==> src/rtl/ethernet_mmio_initiator_if.sv <==
// Bundles the host MMIO request/response channel and the Ethernet controller's
// synchronous register port into one interface.
interface ethernet_mmio_initiator_if #(
  parameter int data_width_p = 32
);
  localparam int addr_width_lp = 14;
  localparam int size_width_lp = $clog2($clog2(data_width_p / 8) + 1);

  // host request channel
  logic                     req_v_i;
  logic                     req_ready_and_o;
  logic                     req_w_i;
  logic [addr_width_lp-1:0] req_addr_i;
  logic [size_width_lp-1:0] req_size_i;
  logic [data_width_p-1:0]  req_data_i;

  // host response channel
  logic                     resp_v_o;
  logic                     resp_ready_and_i;
  logic                     resp_w_o;
  logic                     resp_err_o;
  logic [data_width_p-1:0]  resp_data_o;

  // controller register port
  logic [addr_width_lp-1:0] addr_o;
  logic                     write_en_o;
  logic                     read_en_o;
  logic [size_width_lp-1:0] op_size_o;
  logic [data_width_p-1:0]  write_data_o;
  logic [data_width_p-1:0]  read_data_i;

  modport slave (
    input  req_v_i, req_w_i, req_addr_i, req_size_i, req_data_i,
    input  resp_ready_and_i, read_data_i,
    output req_ready_and_o, resp_v_o, resp_w_o, resp_err_o, resp_data_o,
    output addr_o, write_en_o, read_en_o, op_size_o, write_data_o
  );

  modport master (
    output req_v_i, req_w_i, req_addr_i, req_size_i, req_data_i,
    output resp_ready_and_i, read_data_i,
    input  req_ready_and_o, resp_v_o, resp_w_o, resp_err_o, resp_data_o,
    input  addr_o, write_en_o, read_en_o, op_size_o, write_data_o
  );
endinterface

==> src/rtl/ethernet_mmio_initiator.sv <==
// Host-side MMIO initiator: two-stage strobe/sample pipeline into the Ethernet
// controller register port, with credit-guarded in-order response FIFO.
module ethernet_mmio_initiator #(
  parameter int data_width_p = 32,
  parameter int resp_els_p   = 4
) (
  input logic                      clk_i,
  input logic                      reset_n_i,
  ethernet_mmio_initiator_if.slave bus
);
  localparam int addr_width_lp = 14;
  localparam int max_size_lp   = $clog2(data_width_p / 8);
  localparam int size_width_lp = $clog2(max_size_lp + 1);
  localparam int ptr_width_lp  = (resp_els_p > 1) ? $clog2(resp_els_p) : 1;
  localparam int cnt_width_lp  = $clog2(resp_els_p + 1);

  typedef struct packed {
    logic                    w;
    logic                    err;
    logic [data_width_p-1:0] data;
  } resp_t;

  logic                     run_r;
  logic                     ready;
  logic                     accept;
  logic                     req_err;
  logic [addr_width_lp-1:0] align_mask;

  logic                     s1_v, s1_w, s1_err;
  logic                     s2_v, s2_w, s2_err, s2_rd;
  logic                     write_en_r, read_en_r;
  logic [addr_width_lp-1:0] addr_r;
  logic [size_width_lp-1:0] size_r;
  logic [data_width_p-1:0]  wdata_r;

  resp_t                    mem [resp_els_p];
  logic [ptr_width_lp-1:0]  head, tail;
  logic [cnt_width_lp-1:0]  count;
  logic                     enq, deq, resp_v;
  resp_t                    enq_entry, head_entry;

  // Alignment: low req_size_i address bits must be zero.
  assign align_mask = ~({addr_width_lp{1'b1}} << bus.req_size_i);
  assign req_err    = (bus.req_size_i > size_width_lp'(max_size_lp)) ||
                      ((bus.req_addr_i & align_mask) != '0);

  // Reserve a FIFO slot for every request still in S1/S2 so the pipeline never stalls.
  assign ready  = run_r && ((int'(count) + int'(s1_v) + int'(s2_v)) < resp_els_p);
  assign accept = bus.req_v_i && ready;

  always_ff @(posedge clk_i or negedge reset_n_i) begin
    if (!reset_n_i) begin
      run_r      <= 1'b0;
      s1_v       <= 1'b0;
      s1_w       <= 1'b0;
      s1_err     <= 1'b0;
      s2_v       <= 1'b0;
      s2_w       <= 1'b0;
      s2_err     <= 1'b0;
      s2_rd      <= 1'b0;
      write_en_r <= 1'b0;
      read_en_r  <= 1'b0;
      addr_r     <= '0;
      size_r     <= '0;
      wdata_r    <= '0;
    end else begin
      run_r      <= 1'b1;
      s1_v       <= accept;
      s1_w       <= bus.req_w_i;
      s1_err     <= req_err;
      write_en_r <= accept &&  bus.req_w_i && !req_err;
      read_en_r  <= accept && !bus.req_w_i && !req_err;
      if (accept) begin
        addr_r  <= bus.req_addr_i;
        size_r  <= bus.req_size_i;
        wdata_r <= bus.req_data_i;
      end
      s2_v   <= s1_v;
      s2_w   <= s1_w;
      s2_err <= s1_err;
      s2_rd  <= read_en_r;
    end
  end

  // read_data_i is only meaningful in the cycle after a real read strobe.
  always_comb begin
    enq_entry      = '0;
    enq_entry.w    = s2_w;
    enq_entry.err  = s2_err;
    enq_entry.data = s2_rd ? bus.read_data_i : '0;
  end

  assign enq    = s2_v;
  assign resp_v = (count != '0);
  assign deq    = resp_v && bus.resp_ready_and_i;

  always_ff @(posedge clk_i) begin
    if (enq) mem[tail] <= enq_entry;
  end

  always_ff @(posedge clk_i or negedge reset_n_i) begin
    if (!reset_n_i) begin
      head  <= '0;
      tail  <= '0;
      count <= '0;
    end else begin
      if (enq) tail <= (tail == ptr_width_lp'(resp_els_p - 1)) ? '0 : tail + ptr_width_lp'(1);
      if (deq) head <= (head == ptr_width_lp'(resp_els_p - 1)) ? '0 : head + ptr_width_lp'(1);
      case ({enq, deq})
        2'b10:   count <= count + cnt_width_lp'(1);
        2'b01:   count <= count - cnt_width_lp'(1);
        default: count <= count;
      endcase
    end
  end

  assign head_entry = mem[head];

  assign bus.req_ready_and_o = ready;
  assign bus.resp_v_o        = resp_v;
  assign bus.resp_w_o        = resp_v && head_entry.w;
  assign bus.resp_err_o      = resp_v && head_entry.err;
  assign bus.resp_data_o     = resp_v ? head_entry.data : '0;

  assign bus.write_en_o      = write_en_r;
  assign bus.read_en_o       = read_en_r;
  assign bus.addr_o          = addr_r;
  assign bus.op_size_o       = size_r;
  assign bus.write_data_o    = wdata_r;
endmodule
==> src/flat_wrapper.sv <==
// flat-port wrapper written by rule: the top's interface ports become plain ports
module ethernet_mmio_initiator_flat 
#(
  parameter int data_width_p = 32,
  parameter int resp_els_p   = 4
)
  (clk_i, reset_n_i, bus_req_v_i, bus_req_w_i, bus_req_addr_i, bus_req_size_i, bus_req_data_i, bus_resp_ready_and_i, bus_read_data_i, bus_req_ready_and_o, bus_resp_v_o, bus_resp_w_o, bus_resp_err_o, bus_resp_data_o, bus_addr_o, bus_write_en_o, bus_read_en_o, bus_op_size_o, bus_write_data_o);
  ethernet_mmio_initiator_if #(.data_width_p(data_width_p)) bus_i ();
  input logic clk_i;
  input logic reset_n_i;
  input wire logic [$bits(bus_i.req_v_i)-1:0] bus_req_v_i;
  input wire logic [$bits(bus_i.req_w_i)-1:0] bus_req_w_i;
  input wire logic [$bits(bus_i.req_addr_i)-1:0] bus_req_addr_i;
  input wire logic [$bits(bus_i.req_size_i)-1:0] bus_req_size_i;
  input wire logic [$bits(bus_i.req_data_i)-1:0] bus_req_data_i;
  input wire logic [$bits(bus_i.resp_ready_and_i)-1:0] bus_resp_ready_and_i;
  input wire logic [$bits(bus_i.read_data_i)-1:0] bus_read_data_i;
  output wire logic [$bits(bus_i.req_ready_and_o)-1:0] bus_req_ready_and_o;
  output wire logic [$bits(bus_i.resp_v_o)-1:0] bus_resp_v_o;
  output wire logic [$bits(bus_i.resp_w_o)-1:0] bus_resp_w_o;
  output wire logic [$bits(bus_i.resp_err_o)-1:0] bus_resp_err_o;
  output wire logic [$bits(bus_i.resp_data_o)-1:0] bus_resp_data_o;
  output wire logic [$bits(bus_i.addr_o)-1:0] bus_addr_o;
  output wire logic [$bits(bus_i.write_en_o)-1:0] bus_write_en_o;
  output wire logic [$bits(bus_i.read_en_o)-1:0] bus_read_en_o;
  output wire logic [$bits(bus_i.op_size_o)-1:0] bus_op_size_o;
  output wire logic [$bits(bus_i.write_data_o)-1:0] bus_write_data_o;
  assign bus_i.req_v_i = bus_req_v_i;
  assign bus_i.req_w_i = bus_req_w_i;
  assign bus_i.req_addr_i = bus_req_addr_i;
  assign bus_i.req_size_i = bus_req_size_i;
  assign bus_i.req_data_i = bus_req_data_i;
  assign bus_i.resp_ready_and_i = bus_resp_ready_and_i;
  assign bus_i.read_data_i = bus_read_data_i;
  assign bus_req_ready_and_o = bus_i.req_ready_and_o;
  assign bus_resp_v_o = bus_i.resp_v_o;
  assign bus_resp_w_o = bus_i.resp_w_o;
  assign bus_resp_err_o = bus_i.resp_err_o;
  assign bus_resp_data_o = bus_i.resp_data_o;
  assign bus_addr_o = bus_i.addr_o;
  assign bus_write_en_o = bus_i.write_en_o;
  assign bus_read_en_o = bus_i.read_en_o;
  assign bus_op_size_o = bus_i.op_size_o;
  assign bus_write_data_o = bus_i.write_data_o;
  ethernet_mmio_initiator #(.data_width_p(data_width_p), .resp_els_p(resp_els_p)) u_core (.clk_i(clk_i), .reset_n_i(reset_n_i), .bus(bus_i));
endmodule
==> config.mk <==
export PLATFORM = sky130hd
export DESIGN_NAME = ethernet_mmio_initiator_flat
export DESIGN_NICKNAME = d
export VERILOG_FILES = /design/src/rtl/ethernet_mmio_initiator_if.sv /design/src/rtl/ethernet_mmio_initiator.sv /design/src/flat_wrapper.sv
export SDC_FILE = /design/constraint.sdc
export NUM_CORES = 1
export LEC_CHECK = 0
export ABC_CLOCK_PERIOD_IN_PS = 2000
export CORE_AREA = 3 3 176 161
export CTS_BUF_LIST = sky130_fd_sc_hd__clkbuf_16
export CTS_CLUSTER_DIAMETER = 120
export DETAILED_ROUTE_END_ITERATION = 6
export DIE_AREA = 0 0 179 164
export HOLD_SLACK_MARGIN = 0.1
export PLACE_DENSITY = 0.55
export SLEW_MARGIN = 30
export SYNTH_ARGS = -nofsm -noshare
export SYNTH_HDL_FRONTEND = slang
export SYNTH_SLANG_ARGS = --single-unit
==> constraint.sdc <==
create_clock -name clk_i -period 2 [get_ports clk_i]
set_input_delay 0.3 -clock clk_i [delete_from_list [all_inputs] [get_ports clk_i]]
set_output_delay 0.3 -clock clk_i [all_outputs]
set_load 0.01 [all_outputs]
==> results.md, run 1 <==
- Status: finished, violations left
- Failing checks: negative setup slack
- Fraction of synthesized cell area taken by the top area cell type: 51.4%
- Clk pwr share: 23.8%
- Sequential-to-total area share from yosys stat: 71.8%
- Sequential Power Share: 33.2%
- Number of enable-type register cells in the synthesized netlist: 136
- Most common cell in the synthesized netlist: edfxtp_1
- Post-synthesis cell type with the largest combined area: edfxtp_1
- Die height: 164 um
- Number of fillers in the final layout: 2367
- Worst slew margin relative to its limit: 63.5%
- Die Outline Area: 0.0294 mm2
- Critical path peak fanout: 8
- Non-Filler Instances: 1017
- Cells along the critical path: buf_12 > buf_16 > buf_8 > mux4_2 > and2_4 > buf_6
- Maximum number of pins on one net before global-route repair: 35
- Final wirelength: 19.3 mm
- Power density relative to cell area: 1440 mW/mm2
- Clock tree from TritonCTS: yes
- Switching part of the total: 27.7%
- Sequential standard cell area: 0.00572 mm2
- Final worst-path setup slack: -0.316 ns
- Required time of the worst setup path: 1.70 ns
- Post-route ant nets: 0
- Master of the slowest instance on the critical path: mux4_2
- Unrepaired setup endpoints after global routing: true
- Number of violations reported at the end of detailed-routing iteration 0: 188
- Largest buffer count on any clock path: 3
- Clock edge transition at the registers on the reported setup and hold paths: 0.06 ns
- Portion of total power attributed to combinational logic: 43.0%
- Final std cell area, no fill: 0.0118 mm2
- Power dissipated by switching net loads: 4.73 mW
- Buffers added on ports: 170
- Hpwl dp: 12.0 mm
- Number of storage elements in the synthesis netlist: 201
- Placed Cells: 946
- Average cell area after synthesis: 19.2 um2
- Worst hold margin: 0.305 ns
- Setup Slack @ Placement: -0.223 ns
- TritonCTS Buffers: 23
- Net count of the mapped netlist: 509
- Number of setup violations in the final report: 81
- Clock root cell: clkbuf_16
- Gr usage total: 13.0%
- Layout cell share with drive strength beyond 1: 39.7%
- Clock H-tree levels: 1
- Ys flop type: edfxtp_1
- Synth Warn #: 0
- Tightest Pin Transition: 0.548 ns
- Final critical path time including I/O delays and setup: 2.32 ns
- Cell leakage power: 4.63 nW
- Post-detailed-placement cell area: 0.0103 mm2
- DRT Pass-1 Iters: 5
- Number of unique standard cell types used by synthesis: 32
- Cell count after synthesis: 415
- Total area of multi-input combinational cells: 0.00236 mm2
- Part of the cycle the worst path needs: 116%
- Max-cap violations: 0
- Buf/Inv on CP: 4
- # rows: 57
- Async set or reset register ratio after synthesis: 32.3%
- Number of failing hold endpoints at the final stage: 0
- Main area contributors after synthesis: edfxtp_1 51%, dfrtp_1 20%, mux4_2 9.6%
- Overall power: 17.1 mW
- WL/cell: 19.0 um
- Initial core utilization: 29.7%
- Worst Skew: 0.0151 ns
- Area of the core: 0.0267 mm2
- Routability congestion estimate: 0.746
- Vias in the first global route: 5155
- Number of remaining DRC errors: 0
- Number of sinks handled by clock tree synthesis: 201
- Top-Level Pins: 171
- Floorplan die width: 179 um
- Category of cells accounting for the largest share of critical-path delay: multiplexers
- Area Overhead vs Synth: 48.8%
- Crit start category: flip-flop
- Global-route wire length before repair: 29.3 mm
- Synthesized cell area: 0.00795 mm2
- Synth top cells by count: 136 x edfxtp_1, 70 x and2_1, 65 x dfrtp_1, 46 x mux2_2, 34 x mux4_2
- Number of inserted diodes: 0
- Total congestion overflow: 0
- Worst Setup Path Type: flip-flop to output pin
- Per-cell via count in the routed design: 4.46
- Cell Int Power: 12.4 mW
- Routed via count: 4538
- Min-delay worst type: input port to asynchronous set/reset pin
- Data arrival time of the critical path: 2.02 ns
- VDD IR max: 808 uV
- Number of antenna violations at the first check in global routing: 0
- CP endpoint kind: output pin
- Max Fclk: 0.432 GHz
- Highest cell delay on the worst timing path: 0.50 ns
- Latest clock arrival within the worst-skew pair: 0.51 ns
- Final max-slew violation count: 0
- Layout Nets: 742
==> sequential cells by signal, summed over array words and instances (netlist names), 2 cells and up <==
register / flops
u_core.bus.addr_o: 14
u_core.bus.op_size_o: 2
u_core.bus.write_data_o: 32
u_core.count: 3
u_core.head: 2
u_core.mem: 136
u_core.tail: 2
==> final timing paths <==
kind | from | end | slack (ns) | cells past startpoint
worst max-delay path | u_core.head[0] | bus_resp_data_o[20] | -0.32 | 6
worst min-delay path | reset_n_i | u_core.bus.write_data_o[26] | 0.30 | 2
worst max register to register | u_core.count[0] | u_core.bus.write_data_o[11] | -0.05 | 9
worst min register to register | u_core.s1_err | u_core.s2_err | 0.36 | 0
max in group asynchronous | reset_n_i | u_core.head[0] | 1.16 | 3
min in group clk_i | bus_req_w_i | u_core.s1_w | 0.36 | 1
==> per-stage QoR <==
stage / setup TNS (ns) / utilization (%)
4_1_cts: -11.83 / 43.6
3_3_place_gp: -9.07 / 38.5
5_1_grt: -16.11 / 44.2
2_1_floorplan: 0 / -
6_report: -10.12 / 44.2
3_5_place_dp: -10.63 / 38.5
==> cell type report <==
cell class              instances  area share (%)
repair buffers                228            21.5
clock buffers                  24            5.08
flip-flops and latches        201            48.3
multi-input cells             186            20.0
inverters                       8           0.254
clock inverters                16            1.13
well taps                     354            3.74
==> power by group through the flow <==
stage               registers (mW)  logic [mW]  clock network (mW)
floorplan                     5.86        2.63                   0
CTS                           5.67        7.13                4.20
finish                        5.68        7.34                4.06
detailed placement            5.73        5.90                   0
global placement              5.70        5.85                   0
global route                  5.76        7.86                4.36
==> layer usage <==
metal  global-route usage (%)  vias to the layer above  wire (um)  part of all wire [%]
met5                        0                        -          0                     0
met4                     3.05                        0        414                   2.1
met3                     4.95                       25       1810                   9.4
met2                     22.3                      182       9240                    48
met1                     15.6                     2307       7820                    41
li1                         -                     2024          -                     -
==> logic make-up after synthesis <==
family | count (synthesis) | synth area share [%]
adders and majority gates | 9 | 1.51
muxes | 84 | 16.8
xor gates and xnor gates | 3 | 0.331
buffers and inverters | 28 | 2.33
AOI/OAI and AO/OA | 7 | 0.630
DFF | 201 | 71.8
other | 1 | 0.0472
and+or+nand+nor | 82 | 6.50
==> layout by cell type, fill, tap and decap left out, drive strengths merged <==
master,instances
edfxtp,136
clkdlybuf4s50,133
buf,90
and2,70
dfrtp,65
mux2,49
mux4,34
clkbuf,26
inv,12
ha,8
clkinv,8
nor2,2
o21ai,2
xor2,2
bufinv,2
clkinvlp,2
clkdlybuf4s15,2
or3,2
nand2,2
a21o,2
nor3,2
a21boi,1
nand3,1
and3,1
nand4,1
o21a,1
o22a,1
nor3b,1
mux2i,1
xnor2,1
fa,1
dlygate4sd3,1
conb,1
==> repair_timing <==
action	in CTS	in global routing
hold endpoints to repair	19	0
buffers inserted	21	6
hold buffers	1	0
cloned	5	2
pin swaps	33	5
gates resized for setup	259	44
setup endpoints to repair	86	86
Power figures use the tool's default switching activity.
==> run 2, diff against run 1 <==
--- a/config.mk
+++ b/config.mk
@@ -6,13 +6,13 @@
 export NUM_CORES = 1
 export LEC_CHECK = 0
 export ABC_CLOCK_PERIOD_IN_PS = 2000
-export CORE_AREA = 3 3 176 161
+export CORE_AREA = 3 3 153 140
 export CTS_BUF_LIST = sky130_fd_sc_hd__clkbuf_16
 export CTS_CLUSTER_DIAMETER = 120
 export DETAILED_ROUTE_END_ITERATION = 6
-export DIE_AREA = 0 0 179 164
+export DIE_AREA = 0 0 156 143
 export HOLD_SLACK_MARGIN = 0.1
-export PLACE_DENSITY = 0.55
+export PLACE_DENSITY = 0.69
 export SLEW_MARGIN = 30
 export SYNTH_ARGS = -nofsm -noshare
 export SYNTH_HDL_FRONTEND = slang
==> run 2 against run 1 <==
Against the previous run:
- the flow still finishes with violations (negative setup slack)
- clock power down 2%
- power up 1.7%
- hold slack lost 0.072 ns
- sequential power barely moved
- cell area grew 0.25%
- wire length decreased by 1.7%
- via count increased by 0.99%
- global-route usage increased by 4.1 points
- clock skew up 0.0039 ns
- die area shrank 24%
- critical path depth fell by 1
- register-to-register slack got worse by 0.19 ns
==> results.md, run 2 (synthesized netlist as in run 1, its figures left out) <==
- Latest clock arrival within the worst-skew pair: 0.51 ns (about the same)
- Post-detailed-placement cell area: 0.0101 mm2 (was 0.0103 mm2)
- Number of fillers in the final layout: 1441 (was 2367)
- Final worst-path setup slack: -0.329 ns (was -0.316 ns)
- Area Overhead vs Synth: 49.2% (was 48.8%)
- Register with the most flip-flops: u_core.mem (unchanged)
- Commonest cells after routing, fill and taps aside: 136 x edfxtp_1, 133 x clkdlybuf4s50_1, 62 x dfrtp_1 (was 136 x edfxtp_1, 133 x clkdlybuf4s50_1, 61 x dfrtp_1)
- Non-Filler Instances: 923 (was 1017)
- DRT Pass-1 Iters: 4 (was 5)
- Required time of the worst setup path: 1.70 ns (about the same)
- Tightest Pin Transition: 0.558 ns (was 0.548 ns)
- TritonCTS Buffers: 22 (was 23)
- VDD IR max: 819 uV (was 808 uV)
- Clock edge transition at the registers on the reported setup and hold paths: 0.06 ns (about the same)
- Number of sinks handled by clock tree synthesis: 201 (unchanged)
- Number of antenna violations at the first check in global routing: 0 (unchanged)
- Gr usage total: 17.1% (was 13.0%)
- Layout cell share with drive strength beyond 1: 40.6% (was 39.7%)
- Worst hold margin: 0.233 ns (was 0.305 ns)
- CP endpoint kind: output pin (unchanged)
- Floorplan die width: 156 um (was 179 um)
- Clock tree from TritonCTS: yes (unchanged)
- Unrepaired setup endpoints after global routing: true (unchanged)
- Buffers added on ports: 170 (unchanged)
- Number of inserted diodes: 0 (unchanged)
- Reg2Reg Setup Slack: -0.24 ns (was -0.05 ns)
- Clock root cell: clkbuf_16 (unchanged)
- Overall power: 17.4 mW (was 17.1 mW)
- Most common cell after layout, fill and taps aside: edfxtp_1 (unchanged)
- Initial core utilization: 39.9% (was 29.7%)
- Number of cells on the worst reg-to-reg path: 11 (was 9)
- Max Fclk: 0.429 GHz (was 0.432 GHz)
- Worst Setup Path Type: flip-flop to output pin (unchanged)
- WL/cell: 20.5 um (was 19.0 um)
- Sequential standard cell area: 0.00571 mm2 (was 0.00572 mm2)
- Crit start category: flip-flop (unchanged)
- Post-route ant nets: 0 (unchanged)
- Final critical path time including I/O delays and setup: 2.33 ns (was 2.32 ns)
- Routed via count: 4583 (was 4538)
- Top-Level Pins: 171 (unchanged)
- Worst Skew: 0.0190 ns (was 0.0151 ns)
- Vias in the first global route: 5268 (was 5155)
- Routability congestion estimate: 0.753 (was 0.746)
- Final std cell area, no fill: 0.0119 mm2 (was 0.0118 mm2)
- Hpwl dp: 11.4 mm (was 12.0 mm)
- Die Outline Area: 0.0223 mm2 (was 0.0294 mm2)
- Worst setup path startpoint: u_core.head[0] (unchanged)
- Number of setup violations in the final report: 89 (was 81)
- Layout Nets: 746 (was 742)
- Clock H-tree levels: 1 (unchanged)
- Power density relative to cell area: 1460 mW/mm2 (was 1440 mW/mm2)
- FF-to-FF Start: u_core.count[0] (unchanged)
- Placed Cells: 846 (was 946)
- # rows: 49 (was 57)
- Largest buffer count on any clock path: 3 (unchanged)
- Per-cell via count in the routed design: 4.97 (was 4.46)
- Setup Slack @ Placement: -0.124 ns (was -0.223 ns)
- Final wirelength: 19.0 mm (was 19.3 mm)
- Die height: 143 um (was 164 um)
- Maximum number of pins on one net before global-route repair: 39 (was 35)
- Worst slew margin relative to its limit: 62.8% (was 63.5%)
- Cell leakage power: 4.71 nW (was 4.63 nW)
- Total area of multi-input combinational cells: 0.00239 mm2 (was 0.00236 mm2)
- Final max-slew violation count: 0 (unchanged)
- Critical path capture point: bus_resp_data_o[1] (was bus_resp_data_o[20])
- Min-delay worst type: input port to asynchronous set/reset pin (unchanged)
- Data arrival time of the critical path: 2.03 ns (was 2.02 ns)
- Global-route wire length before repair: 29.5 mm (was 29.3 mm)
- Max-cap violations: 0 (unchanged)
- Failing checks: negative setup slack (unchanged)
- Area of the core: 0.0199 mm2 (was 0.0267 mm2)
- Number of violations reported at the end of detailed-routing iteration 0: 200 (was 188)
- Critical path peak fanout: 5 (was 8)
- Total congestion overflow: 0 (unchanged)
- Flip-flop count of the largest register after layout: 136 (unchanged)
- Number of remaining DRC errors: 0 (unchanged)
- Number of failing hold endpoints at the final stage: 0 (unchanged)
- Status: finished, violations left (unchanged)
- R2R Path End: u_core.bus.addr_o[11] (was u_core.bus.write_data_o[11])
- Part of the cycle the worst path needs: 116% (about the same)
-- run 2: report_power, final --
group          internal, mW  switching, mW
clock network          2.40           1.59
registers              5.24          0.464
logic                  4.95           2.72
total                  12.6           4.78
-- run 2: layout make-up --
class	instances	share of cell area, %
Timing Repair Buffer	233	22.7
Multi-Input combinational cell	186	20.1
Sequential cell	201	48.2
Tap cell	255	2.69
Inverter	8	0.274
Clock inverter	18	1.46
Clock buffer	22	4.64
-- run 2: what timing repair did --
action,4_1_cts,5_1_grt
hold buffers,1,0
resized for setup,267,47
setup endpoints to repair,86,89
buffers inserted,28,6
cloned,10,2
pin swaps,40,15
hold endpoints to repair,65,0
-- run 2: metrics by stage --
stage / util [%] / setup TNS (ns)
after detailed placement: 50.9 / -6.21
after global routing: 59.5 / -25.41
after global placement: 50.9 / -3.93
after CTS: 58.8 / -21.91
after floorplan: - / 0
final: 59.5 / -20.07
-- run 2: worst min path at each step --
| stage | startpoint | endpoint | slack [ns] | cells after the start |
|---|---|---|---|---|
| global placement | reset_n_i | u_core.bus.write_data_o[23] | 0.20 | 1 |
| global route | reset_n_i | u_core.bus.write_data_o[22] | 0.26 | 2 |
| floorplan | reset_n_i | u_core.bus.addr_o[0] | 0.004 | 0 |
| CTS | reset_n_i | u_core.bus.write_data_o[23] | 0.22 | 2 |
| finish | reset_n_i | u_core.bus.write_data_o[23] | 0.23 | 2 |
| detailed placement | reset_n_i | u_core.bus.write_data_o[23] | 0.21 | 1 |
-- run 2: critical path, stage by stage, from the launching register on --
cell and delay, ns:
dfrtp_2 0.45, buf_6 0.17, buf_16 0.12, mux4_2 0.51, and2_4 0.16, buf_6 0.11
-- run 2: per-layer routing --
| metal | up-vias | wire [um] | GRT usage [%] |
|---|---|---|---|
| li1 | 2032 | - | - |
| met1 | 2317 | 7460 | 21.0 |
| met2 | 203 | 9290 | 29.2 |
| met3 | 31 | 1790 | 5.97 |
| met4 | 0 | 409 | 4.41 |
| met5 | - | 0 | 0 |
==> run 3, diff against run 2 <==
--- a/config.mk
+++ b/config.mk
@@ -13,7 +13,6 @@
 export DIE_AREA = 0 0 156 143
 export HOLD_SLACK_MARGIN = 0.1
 export PLACE_DENSITY = 0.69
-export SLEW_MARGIN = 30
 export SYNTH_ARGS = -nofsm -noshare
 export SYNTH_HDL_FRONTEND = slang
 export SYNTH_SLANG_ARGS = --single-unit
==> run 3 against run 2 <==
Against the previous run:
- combinational power is essentially flat
- sequential share of layout area is essentially flat
- wire length is the same
- global-route usage is the same
- hold slack is the same
- worst setup slack is the same
- first-iteration DRC count is the same
- the run still ends with negative setup slack left
- critical path depth is the same
- final cell count is the same
- die area is the same
- flip-flop and latch count is the same
- clock-buffer cell count is the same
==> results.md, run 3 (synthesized netlist as in run 1, its figures left out) <==
- Status: finished, violations left (unchanged)
- Failing checks: negative setup slack (unchanged)
- Routed via count: 4583 (unchanged)
- Top-Level Pins: 171 (unchanged)
- Layout Nets: 746 (unchanged)
- Number of failing hold endpoints at the final stage: 0 (unchanged)
- CP endpoint kind: output pin (unchanged)
- Number of inserted diodes: 0 (unchanged)
- WL/cell: 20.5 um (unchanged)
- Worst Setup Path Type: flip-flop to output pin (unchanged)
- TritonCTS Buffers: 22 (unchanged)
- Highest cell delay on the worst timing path: 0.51 ns (about the same)
- Vias in the first global route: 5268 (unchanged)
- Per-cell via count in the routed design: 4.97 (unchanged)
- Latest clock arrival within the worst-skew pair: 0.51 ns (about the same)
- Area Overhead vs Synth: 49.2% (about the same)
- Placed Cells: 846 (unchanged)
- Setup Slack @ Placement: -0.124 ns (unchanged)
- Number of setup violations in the final report: 89 (unchanged)
- Largest buffer count on any clock path: 3 (unchanged)
- Cells along the critical path: buf_6 > buf_16 > mux4_2 > and2_4 > buf_6 (unchanged)
- Layout cell share with drive strength beyond 1: 40.4% (was 40.6%)
- Final max-slew violation count: 0 (unchanged)
- Floorplan die width: 156 um (unchanged)
- Number of antenna violations at the first check in global routing: 0 (unchanged)
- Die Outline Area: 0.0223 mm2 (unchanged)
- Flip-flop count of the largest register after layout: 136 (unchanged)
- Final wirelength: 19.0 mm (unchanged)
- Cell leakage power: 4.72 nW (was 4.71 nW)
- Buffers added on ports: 170 (unchanged)
- VDD IR max: 819 uV (about the same)
- Worst Skew: 0.0190 ns (about the same)
- Gr usage total: 17.1% (unchanged)
- Total congestion overflow: 0 (unchanged)
- Clock edge transition at the registers on the reported setup and hold paths: 0.06 ns (about the same)
- Most common cell after layout, fill and taps aside: edfxtp_1 (unchanged)
- DRT Pass-1 Iters: 4 (unchanged)
- Overall power: 17.4 mW (about the same)
- Cell with the most instances on the worst path: buf_6 (unchanged)
- # rows: 49 (unchanged)
- Worst slew margin relative to its limit: 32.7% (was 62.8%)
- Number of sinks handled by clock tree synthesis: 201 (unchanged)
- Final worst-path setup slack: -0.329 ns (unchanged)
- Worst hold margin: 0.233 ns (unchanged)
- Power density relative to cell area: 1460 mW/mm2 (about the same)
- Routability congestion estimate: 0.753 (unchanged)
- Number of remaining DRC errors: 0 (unchanged)
- Data arrival time of the critical path: 2.03 ns (about the same)
- Post-route ant nets: 0 (unchanged)
- Min-delay worst type: input port to asynchronous set/reset pin (unchanged)
- Clock tree from TritonCTS: yes (unchanged)
- Category of cells accounting for the largest share of critical-path delay: multiplexers (unchanged)
- Unrepaired setup endpoints after global routing: true (unchanged)
- Reg2Reg Setup Slack: -0.24 ns (about the same)
- Clock root cell: clkbuf_16 (unchanged)
- Tightest Pin Transition: 1.01 ns (was 0.558 ns)
- Number of violations reported at the end of detailed-routing iteration 0: 200 (unchanged)
- Register with the most flip-flops: u_core.mem (unchanged)
- Final critical path time including I/O delays and setup: 2.33 ns (unchanged)
- Required time of the worst setup path: 1.70 ns (about the same)
- Hpwl dp: 11.4 mm (unchanged)
- Crit start category: flip-flop (unchanged)
- Clock H-tree levels: 1 (unchanged)
- Area of the core: 0.0199 mm2 (unchanged)
- Max Fclk: 0.429 GHz (unchanged)
- Critical path peak fanout: 5 (unchanged)
- Die height: 143 um (unchanged)
- Non-Filler Instances: 923 (unchanged)
- Max-cap violations: 0 (unchanged)
- Part of the cycle the worst path needs: 116% (unchanged)
- Buf/Inv on CP: 3 (unchanged)
- Master of the slowest instance on the critical path: mux4_2 (unchanged)
- Initial core utilization: 39.9% (unchanged)
- Global-route wire length before repair: 29.5 mm (unchanged)
- Commonest cells after routing, fill and taps aside: 136 x edfxtp_1, 133 x clkdlybuf4s50_1, 63 x dfrtp_1 (was 136 x edfxtp_1, 133 x clkdlybuf4s50_1, 62 x dfrtp_1)
- Maximum number of pins on one net before global-route repair: 39 (unchanged)
-- run 3: routing by layer --
layer	GRT usage (%)	up-vias	routed length, um
li1	-	2032	-
met3	5.97	31	1790
met2	29.2	203	9290
met5	0	-	0
met1	21.0	2317	7460
met4	4.41	0	409
-- run 3: repair_timing --
item	4_1_cts	5_1_grt
endpoints found under the hold margin	65	0
hold buffers	1	0
resized for setup	267	47
pin swaps	40	15
cloned	10	2
setup buffers	28	6
endpoints found under the setup margin	86	89
-- run 3: worst paths after layout --
kind / startpoint / to / depth (start not counted)
max: u_core.head[0] / bus_resp_data_o[1] / 5
min: reset_n_i / u_core.bus.write_data_o[23] / 2
max reg2reg: u_core.count[0] / u_core.bus.addr_o[11] / 11
min reg2reg: u_core.s1_err / u_core.s2_err / 0
max in group asynchronous: reset_n_i / u_core.head[0] / 3
min in group clk_i: u_core.s1_err / u_core.s2_err / 0
-- run 3: stage by stage --
step           setup TNS, ns  cell area, um2  util [%]
6_report              -20.07           11900      59.5
5_1_grt               -25.41           11900      59.5
4_1_cts               -21.91           11700      58.8
3_5_place_dp           -6.21           10100      50.9
3_3_place_gp           -3.93           10100      50.9
2_1_floorplan              0            7950         -
-- run 3: cell type report --
class	count	area, um2
inverter	8	32.5
tap	255	319
clock buffer	22	551
clock inverter	18	173
timing repair buffer	233	2690
multi-input combinational	186	2390
sequential	201	5710
fill	1442	8060
-- run 3: power by group --
part	switching, mW	internal, mW
Clock	1.59	2.40
Sequential	0.464	5.23
Combinational	2.72	4.95
Total	4.78	12.6
